### src/rtl/arith_traffic_gen.sv
// arith_traffic_gen
// Built-in self-test initiator for the registered 4-bit adder / 4-bit
// multiplier pair. It issues one operand set per cycle, controls the
// units' reset, checks their registered results one cycle later against
// internally computed expected values, and reports the outcome.
//
// Ports:
//   clk        system clock
//   rst        synchronous, active-low reset
//   start      one-cycle run request (honoured in IDLE or DONE only)
//   mode       0 = sweep, 1 = LFSR random; sampled with start
//   aa, ab     adder operands
//   ma, mb     multiplier operands
//   dut_rst    active-high reset to the adder/multiplier
//   aout       registered adder result (5 bits)
//   mout       registered multiplier result (8 bits)
//   busy       high while driving or draining
//   done       high in DONE, held until the next start
//   pass       valid with done; 1 iff no mismatches
//   err_count  number of failing transactions, saturating
//   fail_idx   index of the first failing transaction, 16'hFFFF if none
module arith_traffic_gen #(
  parameter int          NUM_TXN   = 256,
  parameter logic [15:0] LFSR_SEED = 16'hACE1
) (
  input  logic        clk,
  input  logic        rst,
  input  logic        start,
  input  logic        mode,
  output logic [3:0]  aa,
  output logic [3:0]  ab,
  output logic [3:0]  ma,
  output logic [3:0]  mb,
  output logic        dut_rst,
  input  logic [4:0]  aout,
  input  logic [7:0]  mout,
  output logic        busy,
  output logic        done,
  output logic        pass,
  output logic [15:0] err_count,
  output logic [15:0] fail_idx
);

  typedef enum logic [1:0] {
    S_IDLE  = 2'd0,
    S_DRIVE = 2'd1,
    S_DRAIN = 2'd2,
    S_DONE  = 2'd3
  } state_t;

  localparam logic [15:0] LAST_IDX = 16'(NUM_TXN - 1);

  // Fibonacci LFSR, taps x^16+x^14+x^13+x^11+1 (right-shifting form).
  function automatic logic [15:0] lfsr_next(input logic [15:0] l);
    logic fb;
    fb = l[0] ^ l[2] ^ l[3] ^ l[5];
    return {fb, l[15:1]};
  endfunction

  state_t      state_r;
  logic [15:0] cur_idx_r;   // index of the transaction currently presented
  logic [15:0] lfsr_r;      // LFSR value for the next transaction
  logic        mode_r;

  // Stage 1: expected values aligned with the presented operands.
  logic        exp_valid_r;
  logic [4:0]  exp_a_r;
  logic [7:0]  exp_m_r;
  logic [15:0] exp_idx_r;

  // Stage 2: expected values aligned with the DUT's registered results.
  logic        chk_valid_r;
  logic [4:0]  chk_a_r;
  logic [7:0]  chk_m_r;
  logic [15:0] chk_idx_r;

  logic [15:0] gen_idx_s;
  logic [15:0] gen_lfsr_s;
  logic        gen_mode_s;
  logic [3:0]  gen_aa_s;
  logic [3:0]  gen_ab_s;
  logic [3:0]  gen_ma_s;
  logic [3:0]  gen_mb_s;
  logic [4:0]  gen_exp_a_s;
  logic [7:0]  gen_exp_m_s;

  logic        mismatch_s;
  logic [15:0] err_next_s;
  logic [15:0] fail_next_s;

  // Select the source of the next transaction: a fresh run starts from
  // index 0 / the seed / the mode input, otherwise continue the run.
  always_comb begin
    gen_idx_s  = 16'd0;
    gen_lfsr_s = LFSR_SEED;
    gen_mode_s = mode;
    if (state_r == S_DRIVE) begin
      gen_idx_s  = cur_idx_r + 16'd1;
      gen_lfsr_s = lfsr_r;
      gen_mode_s = mode_r;
    end else begin
      gen_idx_s  = 16'd0;
      gen_lfsr_s = LFSR_SEED;
      gen_mode_s = mode;
    end
  end

  // Operand generation and full-width expected results.
  always_comb begin
    gen_aa_s = 4'd0;
    gen_ab_s = 4'd0;
    gen_ma_s = 4'd0;
    gen_mb_s = 4'd0;
    if (gen_mode_s) begin
      gen_aa_s = gen_lfsr_s[3:0];
      gen_ab_s = gen_lfsr_s[7:4];
      gen_ma_s = gen_lfsr_s[11:8];
      gen_mb_s = gen_lfsr_s[15:12];
    end else begin
      gen_aa_s = gen_idx_s[3:0];
      gen_ab_s = gen_idx_s[7:4];
      gen_ma_s = gen_idx_s[3:0];
      gen_mb_s = gen_idx_s[7:4];
    end
    gen_exp_a_s = {1'b0, gen_aa_s} + {1'b0, gen_ab_s};
    gen_exp_m_s = {4'd0, gen_ma_s} * {4'd0, gen_mb_s};
  end

  // Result comparison and next error bookkeeping; err_count==0 marks
  // that no earlier failure has been recorded in this run.
  always_comb begin
    mismatch_s  = chk_valid_r && ((aout != chk_a_r) || (mout != chk_m_r));
    err_next_s  = err_count;
    fail_next_s = fail_idx;
    if (mismatch_s) begin
      if (err_count != 16'hFFFF) begin
        err_next_s = err_count + 16'd1;
      end else begin
        err_next_s = err_count;
      end
      if (err_count == 16'd0) begin
        fail_next_s = chk_idx_r;
      end else begin
        fail_next_s = fail_idx;
      end
    end else begin
      err_next_s  = err_count;
      fail_next_s = fail_idx;
    end
  end

  // Control FSM with registered operands, expected pipeline and status.
  always_ff @(posedge clk) begin
    if (!rst) begin
      state_r     <= S_IDLE;
      cur_idx_r   <= 16'd0;
      lfsr_r      <= LFSR_SEED;
      mode_r      <= 1'b0;
      exp_valid_r <= 1'b0;
      exp_a_r     <= 5'd0;
      exp_m_r     <= 8'd0;
      exp_idx_r   <= 16'd0;
      chk_valid_r <= 1'b0;
      chk_a_r     <= 5'd0;
      chk_m_r     <= 8'd0;
      chk_idx_r   <= 16'd0;
      aa          <= 4'd0;
      ab          <= 4'd0;
      ma          <= 4'd0;
      mb          <= 4'd0;
      dut_rst     <= 1'b1;
      busy        <= 1'b0;
      done        <= 1'b0;
      pass        <= 1'b0;
      err_count   <= 16'd0;
      fail_idx    <= 16'hFFFF;
    end else begin
      case (state_r)
        S_IDLE, S_DONE: begin
          if (start) begin
            state_r     <= S_DRIVE;
            cur_idx_r   <= 16'd0;
            lfsr_r      <= lfsr_next(LFSR_SEED);
            mode_r      <= mode;
            aa          <= gen_aa_s;
            ab          <= gen_ab_s;
            ma          <= gen_ma_s;
            mb          <= gen_mb_s;
            exp_valid_r <= 1'b1;
            exp_a_r     <= gen_exp_a_s;
            exp_m_r     <= gen_exp_m_s;
            exp_idx_r   <= 16'd0;
            chk_valid_r <= 1'b0;
            dut_rst     <= 1'b0;
            busy        <= 1'b1;
            done        <= 1'b0;
            pass        <= 1'b0;
            err_count   <= 16'd0;
            fail_idx    <= 16'hFFFF;
          end
        end
        S_DRIVE: begin
          err_count   <= err_next_s;
          fail_idx    <= fail_next_s;
          chk_valid_r <= exp_valid_r;
          chk_a_r     <= exp_a_r;
          chk_m_r     <= exp_m_r;
          chk_idx_r   <= exp_idx_r;
          if (cur_idx_r == LAST_IDX) begin
            state_r     <= S_DRAIN;
            exp_valid_r <= 1'b0;
          end else begin
            cur_idx_r   <= gen_idx_s;
            lfsr_r      <= lfsr_next(lfsr_r);
            aa          <= gen_aa_s;
            ab          <= gen_ab_s;
            ma          <= gen_ma_s;
            mb          <= gen_mb_s;
            exp_valid_r <= 1'b1;
            exp_a_r     <= gen_exp_a_s;
            exp_m_r     <= gen_exp_m_s;
            exp_idx_r   <= gen_idx_s;
          end
        end
        S_DRAIN: begin
          // Final compare lands here; pass must include its outcome.
          err_count   <= err_next_s;
          fail_idx    <= fail_next_s;
          chk_valid_r <= 1'b0;
          state_r     <= S_DONE;
          dut_rst     <= 1'b1;
          busy        <= 1'b0;
          done        <= 1'b1;
          pass        <= (err_next_s == 16'd0);
        end
        default: begin
          state_r <= S_IDLE;
        end
      endcase
    end
  end

endmodule

### config.mk
export PLATFORM = sky130hd
export DESIGN_NAME = arith_traffic_gen
export DESIGN_NICKNAME = d
export VERILOG_FILES = /design/src/rtl/arith_traffic_gen.sv
export SDC_FILE = /design/constraint.sdc
export NUM_CORES = 1
export LEC_CHECK = 0
export BUFFER_PORTS_ARGS = -buffer_cell sky130_fd_sc_hd__buf_2
export CAP_MARGIN = 0
export CORE_MARGIN = 3
export CORE_UTILIZATION = 64
export CTS_BUF_LIST = sky130_fd_sc_hd__clkbuf_16
export CTS_CLUSTER_DIAMETER = 40
export DETAILED_ROUTE_END_ITERATION = 10
export GPL_ROUTABILITY_DRIVEN = 0
export PLACE_DENSITY = 0.86
export SYNTH_ARGS = -nofsm -noshare
export SYNTH_HDL_FRONTEND = slang
export SYNTH_SLANG_ARGS = --single-unit
### constraint.sdc
create_clock -name clk -period 7.7 [get_ports clk]
set_input_delay 1.925 -clock clk [delete_from_list [all_inputs] [get_ports clk]]
set_output_delay 1.925 -clock clk [all_outputs]
set_load 0.05 [all_outputs]
; Word-level counts from Yosys, hierarchy flattened
; Index checks and enable logic that the tools add are counted.
[classes]
addsub = 3
n_mux = 49
reduce_logical = 15
bitwise_logic = 3
eq_ne = 12
n_mul = 1
[ops]
columns = operator, n
row1 = $mux W16, 11
row2 = $pmux W16 S2, 4
row3 = $mux W4, 12
row4 = $add A16 B1 Y16 const B, 2
row5 = $logic_not A16 Y1, 2
row6 = $pmux W4 S2, 4
row7 = $eq A16 B8 Y1 const B, 1
row8 = $mux W8, 2
row9 = $ne A16 B16 Y1 const B, 1
row10 = $pmux W8 S2, 1
row11 = $mux W5, 2
row12 = $pmux W5 S2, 1
row13 = $mul A4 B4 Y8, 1
row14 = $ne A8 B8 Y1, 1
row15 = $pmux W1 S2, 4
row16 = $reduce_and A2 Y1, 4
row17 = $ne A2 B1 Y1 const B, 3
row18 = $pmux W2 S3, 1
row19 = $reduce_and A3 Y1, 2
row20 = $add A4 B4 Y5, 1
row21 = $ne A5 B5 Y1, 1
row22 = $eq A2 B2 Y1 const B, 2
row23 = $mux W1, 4
row24 = $mux W2, 2
row25 = 9 further kinds, 14
[word_totals]
in_bits = 17
output_inout_bits = 52
word_cells = 104
reg_bits = 131

; Longest topological paths before layout
; Gate-level depths: netlist (run 1).
[logic_depth]
depth_word = 6
depth_mapped = 18
mapped_depth_nobuf = 18

; Least setup slack after synthesis (run 1)
; Ideal clock, no wire load.
[synth_timing]
path_kind = input-to-reg
from = in mode
to = reg exp_m_r[7]
setup_time_ns = 0.070
cell_stages = 14
t_arrival_ns = 4.691
slack_ns = 2.939
t_required_ns = 7.630
n_path_buf = 0
cell_sequence = nand2b_1 > o21ai_0 > nand2b_1 > fa_1 > inv_1 > fa_1 > ha_1 > a21o_1 > a21o_1 > a21o_1 > a21oi_1 > xnor2_1 > nand2_1 > a21oi_1
[synth_between]
elab_chain_cells = 5
elab_cells_between_ends = 7
classes_between = 1 x mul / 6 x mux
[synth_rtl]
columns = item, line
row1 = "start, declared", 29  ; input logic mode,
row2 = $mux W1 *, 97  ; if (state_r == S_DRIVE) begin
row3 = $mux W4, 114  ; if (gen_mode_s) begin
row4 = $mul A4 B4 Y8 *, 126  ; gen_exp_m_s = {4'd0, gen_ma_s} * {4'd0, gen_mb_s};
row5 = $mux W8 (on tied branches), "209, 180"
row6 = $pmux W8 S2 *, 178  ; case (state_r)
row7 = "end signal, assigned", 191  ; exp_m_r <= gen_exp_m_s;
row8 = "end signal, assigned", 221  ; exp_m_r <= gen_exp_m_s;
row9 = "end, declared", 68  ; logic [7:0] exp_m_r;
; Mark *: on every way between the ends. The rest lies on a longest branch, timed or not. The select of a mux whose other input is x is not followed.
; A chain may end at the register's enable or synchronous reset.

; Worst setup path after layout (run 1)
[layout_timing]
from = reg state_r[1]
to = reg exp_m_r[7]
[layout_between]
elab_chain_cells = 6
elab_cells_between_ends = 17
classes_between = 1 x mul / 4 x eq/ne / 8 x mux / 4 x reduce/logical
[layout_rtl]
columns = item, line
row1 = "start, declared", 60  ; state_t state_r;
row2 = "start signal, assigned", 155  ; state_r <= S_IDLE;
row3 = "start signal, assigned", 181  ; state_r <= S_DRIVE;
row4 = "start signal, assigned", 210  ; state_r <= S_DRAIN;
row5 = $eq A2 B1 Y1, "97, 178"
row6 = $mux W16 / $mux W1 (equally long branches), 97
row7 = $mux W4, 114
row8 = $mul A4 B4 Y8, 126
row9 = $mux W8 (on tied branches), "209, 180"
row10 = $pmux W8 S2, 178
; Parallel ways exist; a longest one is shown, timed or not. The select of a mux whose other input is x is not followed.

==> impl_metrics.toml, run 1 <==
[clocking]
cts_hold_repair.buffers = 0
clk_latency_ns = 0.42
cts-root-buf = "clkbuf_16"
htreeDepth = 4
clock_sinks = 131
cts_tree = "built"
cts_buffer_depth = 2
cts_resized = 0
path_clk_slew_ns = 0.06
cts_setup_buffers = 0
numCtsBuffers = 17

[finish]
area_growth_pct = 13.5
diodes = 0
fin_util = 0.752
layout-drive-gt1-share = 0.133
layout.nets = 888

[sta]
rsz0062_at_grt = "no"
slew_headroom = 0.260
skew_ns = 0.00877
tightest_slew_ns = 1.11
maxSlewViolCount = 0
setup_viol = 0
final-hold-violation-count = 0
period_minus_slack_ns = 4.94
finalCritPeriodShare = 0.641
fin_setup_tns_ns = 0
fmax_mhz = 203

[pwr]
totalPowerFinal_mw = 2.53
ir_worst_vdd_mv = 0.270
power_density_nw_per_um2 = 341
p_leak_nw = 3.08

[yosys]
avgSynthCellArea_sq_um = 8.11
async_reset_ff_frac = 0
yosys.area.top_type = "dfxtp_1"
synth_common_cells = "dfxtp_1 (131), nor2_1 (106), nand2_1 (84)"
synth_seq_cells = 131
synth.yosys.seq_area_share = 0.401
synth.top_cells.by_area = "dfxtp_1 (40%), nor2_1 (6.1%), mux2i_1 (5.1%)"
netlist_area_sq_um = 6540
syn_nets = 850
syn-instance-count = 806
yosysUniqueCellTypes = 55
yosysMostFrequentCell = "dfxtp_1"
yosysWarnings = 0
synth_top_area_frac = 0.401
synth-edff-count = 0
ys.flop_type = "dfxtp_1"

[worst_setup_path]
path_max_fanout = 52
r2r-end = "exp_m_r[7]$_SDFFE_PN0P_"
worst-endpoint-arrival_ns = 5.28
crit_type = "reg2reg"
start_kind = "register"
end_kind = "register"
critical_path_required_ns = 8.04
rr_worst_depth = 16
crit_start = "state_r[1]$_SDFFE_PN0P_"
rrSetupSlack_ns = 2.76
r2r-start = "state_r[1]$_SDFFE_PN0P_"

[drt]
drt-initial-drc-count = 528
wl_per_cell_um = 16.3
viasPerCell = 5.99
firstDrtPassIters = 6
postRouteAntennaNets = 0
finalWirelength_mm = 16.1
via_count = 5930
drc = 0

[die]
die_y_um = 107
die_w_um = 107
ios = 69
die_area_sq_um = 11500
num_rows = 36
core-area_sq_um = 9860
start_util = 0.662

[global_route]
grt_use_total = 0.292
grt_max_degree = 78
grt_pass1_vias = 5712
antenna_found_initial = 0
grt_pass1_wl_mm = 27.1
grt_overflow_total = 0

[flow_run]
max_cap_viol_count = 0

[min_path]
min-delay-start = "exp_a_r[1]$_SDFFE_PN0P_"
holdPathEnd = "exp_a_r[1]$_SDFFE_PN0P_"
hold_depth = 2
hp-class = "reg2reg"

[status]
status = "complete, no violations"

[place]
hpwl_mm = 10.5
io_buffers = 68
[cell type report]
cell class | count | area [sq um]
Inverter | 27 | 101
Tap cell | 133 | 166
Sequential cell | 131 | 2620
Fill cell | 725 | 2450
Clock inverter | 15 | 131
Clock buffer | 17 | 425
Timing Repair Buffer | 72 | 370
Multi-Input combinational cell | 595 | 3600
[how the worst max path moves through the flow]
stage / to / slack, ns / cells past startpoint
CTS: exp_m_r[7]$_SDFFE_PN0P_ / 2.80 / 16
finish: exp_m_r[7]$_SDFFE_PN0P_ / 2.76 / 16
global placement: exp_m_r[7]$_SDFFE_PN0P_ / 2.68 / 15
global route: exp_m_r[7]$_SDFFE_PN0P_ / 2.39 / 16
detailed placement: exp_m_r[7]$_SDFFE_PN0P_ / 2.47 / 15
floorplan: exp_m_r[7]$_SDFFE_PN0P_ / 2.94 / 14
[metrics by stage]
| step | area (sq um) | instances | hold WS (ns) | setup slack [ns] |
|---|---|---|---|---|
| after floorplan | 6540 | 806 | 0.432 | 2.94 |
| after global placement | 6860 | 958 | 0.445 | 2.68 |
| after detailed placement | 6860 | 958 | 0.449 | 2.47 |
| after CTS | 7410 | 990 | 0.457 | 2.80 |
| after global routing | 7410 | 990 | 0.468 | 2.39 |
| final | 7410 | 990 | 0.456 | 2.76 |
[cells by family after synthesis]
group,after synthesis,synth area share
buffers and inverters,80,0.0504
adder cells (fa/ha/maj),27,0.0574
XOR/XNOR,39,0.0523
flip-flops,131,0.401
AO/OA/AOI/OAI,160,0.144
AND/OR/NAND/NOR,335,0.242
multiplexers,34,0.0523
[sequential cells by signal, indices dropped and copies added, names as in the netlist, 2 cells and up]
signal     flops
mb             4
fail_idx      16
lfsr_r        16
exp_idx_r     16
ma             4
exp_m_r        8
exp_a_r        5
ab             4
aa             4
err_count     16
chk_m_r        8
state_r        2
chk_a_r        5
chk_idx_r     16
[layout by cell type, fill, tap and decap left out, types with 3 or more instances in the layout]
cell type,count
a211oi_1,8
a21o_1,10
a21oi_1,60
a311oi_1,6
a31oi_1,3
a41oi_1,3
and2_1,8
and3_1,8
and4_1,3
buf_2,68
buf_4,4
clkbuf_16,17
clkinv_4,3
clkinvlp_4,3
dfxtp_1,131
fa_1,5
ha_1,21
inv_1,26
inv_6,4
mux2i_1,33
nand2_1,84
nand2b_1,6
nand3_1,32
nand3b_1,6
nand4_1,8
nor2_1,106
nor2b_1,13
nor3_1,34
nor3b_1,3
nor4_1,10
o21ai_0,36
o21ai_1,15
o31ai_1,4
or4_1,3
xnor2_1,17
xor2_1,22
[power breakdown]
group          total (mW)  internal, mW  switching [mW]
sequential          0.858         0.781          0.0773
clock               0.755         0.445           0.311
combinational       0.918         0.264           0.654
total                2.53          1.49            1.04
[layer usage]
layer | part of all wire | track usage
met1 | 0.42 | 0.371
met2 | 0.49 | 0.483
met3 | 0.068 | 0.0692
met4 | 0.023 | 0.110
met5 | 0 | 0
[critical path, stage by stage, from the launching register on]
cell and delay (ns):
dfxtp_1 0.34, inv_1 0.11, ha_2 0.93, o21ai_0 0.30, o21ai_0 0.48, nand2_1 0.13, fa_1 0.51, inv_1 0.06
fa_1 0.54, ha_1 0.32, a21o_1 0.16, a21o_1 0.20, a21o_1 0.19, a21oi_1 0.19, xnor2_1 0.14, nand2_1 0.08
a21oi_1 0.17
Note: power is estimated with default switching activity, not from simulation.
==> run 2: changes to the inputs <==
Settings changed: CORE_UTILIZATION 64 to 59, PLACE_DENSITY 0.86 to 0.8.
Clock period 7.7 ns to 4.7 ns, I/O delays scaled along.
==> run 2 against run 1 <==
Effect of this change: design area is 0.78% higher; sequential power is 63% higher; combinational power is 64% higher; global-route usage is 3.4 points lower; power is 67% higher; critical path type unchanged; largest power group unchanged; setup slack worse by 2.4 ns.
==> impl_metrics.toml, run 2 (synthesized netlist as in run 1, its figures left out) <==
[status]
status = "complete, no violations"

[finish]
multi_input_area_sq_um = 3600
ff_latch_area_sq_um = 2620
layout-drive-gt1-share = 0.135
final_area_sq_um = 7470
n_fill_cell = 818
fin_util = 0.708
final_cell_mix = "dfxtp_1 (131), nor2_1 (106), nand2_1 (84)"
instances_no_fill = 994
final_common_cell = "dfxtp_1"
diodes = 0
area_growth_pct = 14.3
layout.nets = 890

[pwr]
ir_worst_vdd_mv = 0.541
power_density_nw_per_um2 = 566
p_leak_nw = 3.11
switching_share = 0.399
combPwrFrac = 0.357
p_seq_frac = 0.330
p_switching_mw = 1.69
internal_power_mw = 2.54
p_clk_frac = 0.313
totalPowerFinal_mw = 4.23

[clocking]
path_clk_slew_ns = 0.06
clock_sinks = 131
clk_latency_ns = 0.42
cts_tree = "built"
cts_buffer_depth = 2
cts-root-buf = "clkbuf_16"
numCtsBuffers = 17
cts_hold_repair.buffers = 0
htreeDepth = 4

[drt]
drc = 0
finalWirelength_mm = 15.7
via_count = 5929
viasPerCell = 5.96
drt-initial-drc-count = 655
postRouteAntennaNets = 0
wl_per_cell_um = 15.8
firstDrtPassIters = 5

[place]
dpl-instance-area_sq_um = 6880
dp.cells = 963
dp_slack_ns = 0.347
io_buffers = 68
hpwl_mm = 10.5

[sta]
setup_viol = 0
slew_headroom = 0.196
fin_setup_tns_ns = 0
skew_ns = 0.00426
tightest_slew_ns = 1.20
hold_ws_ns = 0.458
fmax_mhz = 232
worst_slack_ns = 0.385
finalCritPeriodShare = 0.918
final-hold-violation-count = 0
maxSlewViolCount = 0
period_minus_slack_ns = 4.32
rsz0062_at_grt = "no"

[worst_setup_path]
rrSetupSlack_ns = 0.38
worstSetupEndpoint = "exp_m_r[7]$_SDFFE_PN0P_"
r2r-start = "state_r[1]$_SDFFE_PN0P_"
path_max_fanout = 28
worst-endpoint-arrival_ns = 4.67
start_kind = "register"
r2r-end = "exp_m_r[7]$_SDFFE_PN0P_"
crit_type = "reg2reg"
crit_start = "state_r[1]$_SDFFE_PN0P_"
rr_worst_depth = 16
end_kind = "register"
critical_path_required_ns = 5.05

[die]
die_y_um = 111
num_rows = 37
ios = 69
core-area_sq_um = 10600
die_w_um = 111
die_area_sq_um = 12400
start_util = 0.619

[global_route]
grt_pass1_vias = 5602
grt_max_degree = 70
grt_use_total = 0.259
grt_overflow_total = 0
antenna_found_initial = 0
grt_pass1_wl_mm = 26.6

[min_path]
hp-class = "reg2reg"

[flow_run]
max_cap_viol_count = 0
## run 2: cell count changes in the layout (fill, tap and decap cells not counted)
cell	previous run	this run
a21oi_1	60	59
clkinvlp_4	3	1
a21oi_2	0	1
o21ai_2	1	2
inv_6	4	2
o21ai_0	36	35
clkinv_1	2	3
bufinv_16	1	3
buf_4	4	6
## run 2: worst min path at each step
stage / from / to / slack, ns / depth (start not counted)
6_report: aa[1]$_SDFFE_PN0P_ / aa[1]$_SDFFE_PN0P_ / 0.46 / 2
5_1_grt: aa[1]$_SDFFE_PN0P_ / aa[1]$_SDFFE_PN0P_ / 0.47 / 2
4_1_cts: aa[1]$_SDFFE_PN0P_ / aa[1]$_SDFFE_PN0P_ / 0.46 / 2
3_5_place_dp: aa[1]$_SDFFE_PN0P_ / aa[1]$_SDFFE_PN0P_ / 0.45 / 2
3_3_place_gp: exp_a_r[3]$_SDFFE_PN0P_ / exp_a_r[3]$_SDFFE_PN0P_ / 0.44 / 2
2_1_floorplan: exp_a_r[3]$_SDFFE_PN0P_ / exp_a_r[3]$_SDFFE_PN0P_ / 0.43 / 2
## run 2: layout make-up
| cell class | count | share of cell area |
|---|---|---|
| inverters | 27 | 0.0136 |
| clock buffers | 17 | 0.0569 |
| clock inverters | 14 | 0.0218 |
| repair buffers | 74 | 0.0516 |
| well taps | 136 | 0.0228 |
| multi-input cells | 595 | 0.482 |
| flip-flops and latches | 131 | 0.351 |
## run 2: layer usage
metal / global-route usage / part of all wire / vias to the layer above
li1: - / - / 2864
met5: 0 / 0 / -
met2: 0.413 / 0.47 / 230
met1: 0.330 / 0.44 / 2800
met3: 0.0655 / 0.062 / 35
met4: 0.117 / 0.027 / 0
## run 2: critical path, stage by stage (launching register included)
cell     delay [ns]
dfxtp_1        0.33
inv_1          0.10
ha_2           0.49
o21ai_0        0.24
o21ai_0        0.47
nand2_1        0.13
fa_1           0.50
inv_1          0.06
fa_1           0.52
ha_1           0.31
a21o_1         0.16
a21o_1         0.20
a21o_1         0.18
a21oi_1        0.19
xnor2_1        0.14
nand2_1        0.07
a21oi_1        0.16
## run 2: what timing repair did
action                                  CTS  global route
buffers inserted                          0             0
resized for setup                         0             3
endpoints found under the setup margin    0             2
## run 2: power by group through the flow
| stage | Clock [mW] | Combinational (mW) | Sequential, mW |
|---|---|---|---|
| finish | 1.32 | 1.51 | 1.40 |
| global route | 1.38 | 1.67 | 1.42 |
| CTS | 1.34 | 1.50 | 1.39 |
| detailed placement | 0 | 1.49 | 1.41 |
| global placement | 0 | 1.45 | 1.41 |
| floorplan | 0 | 0.979 | 1.59 |
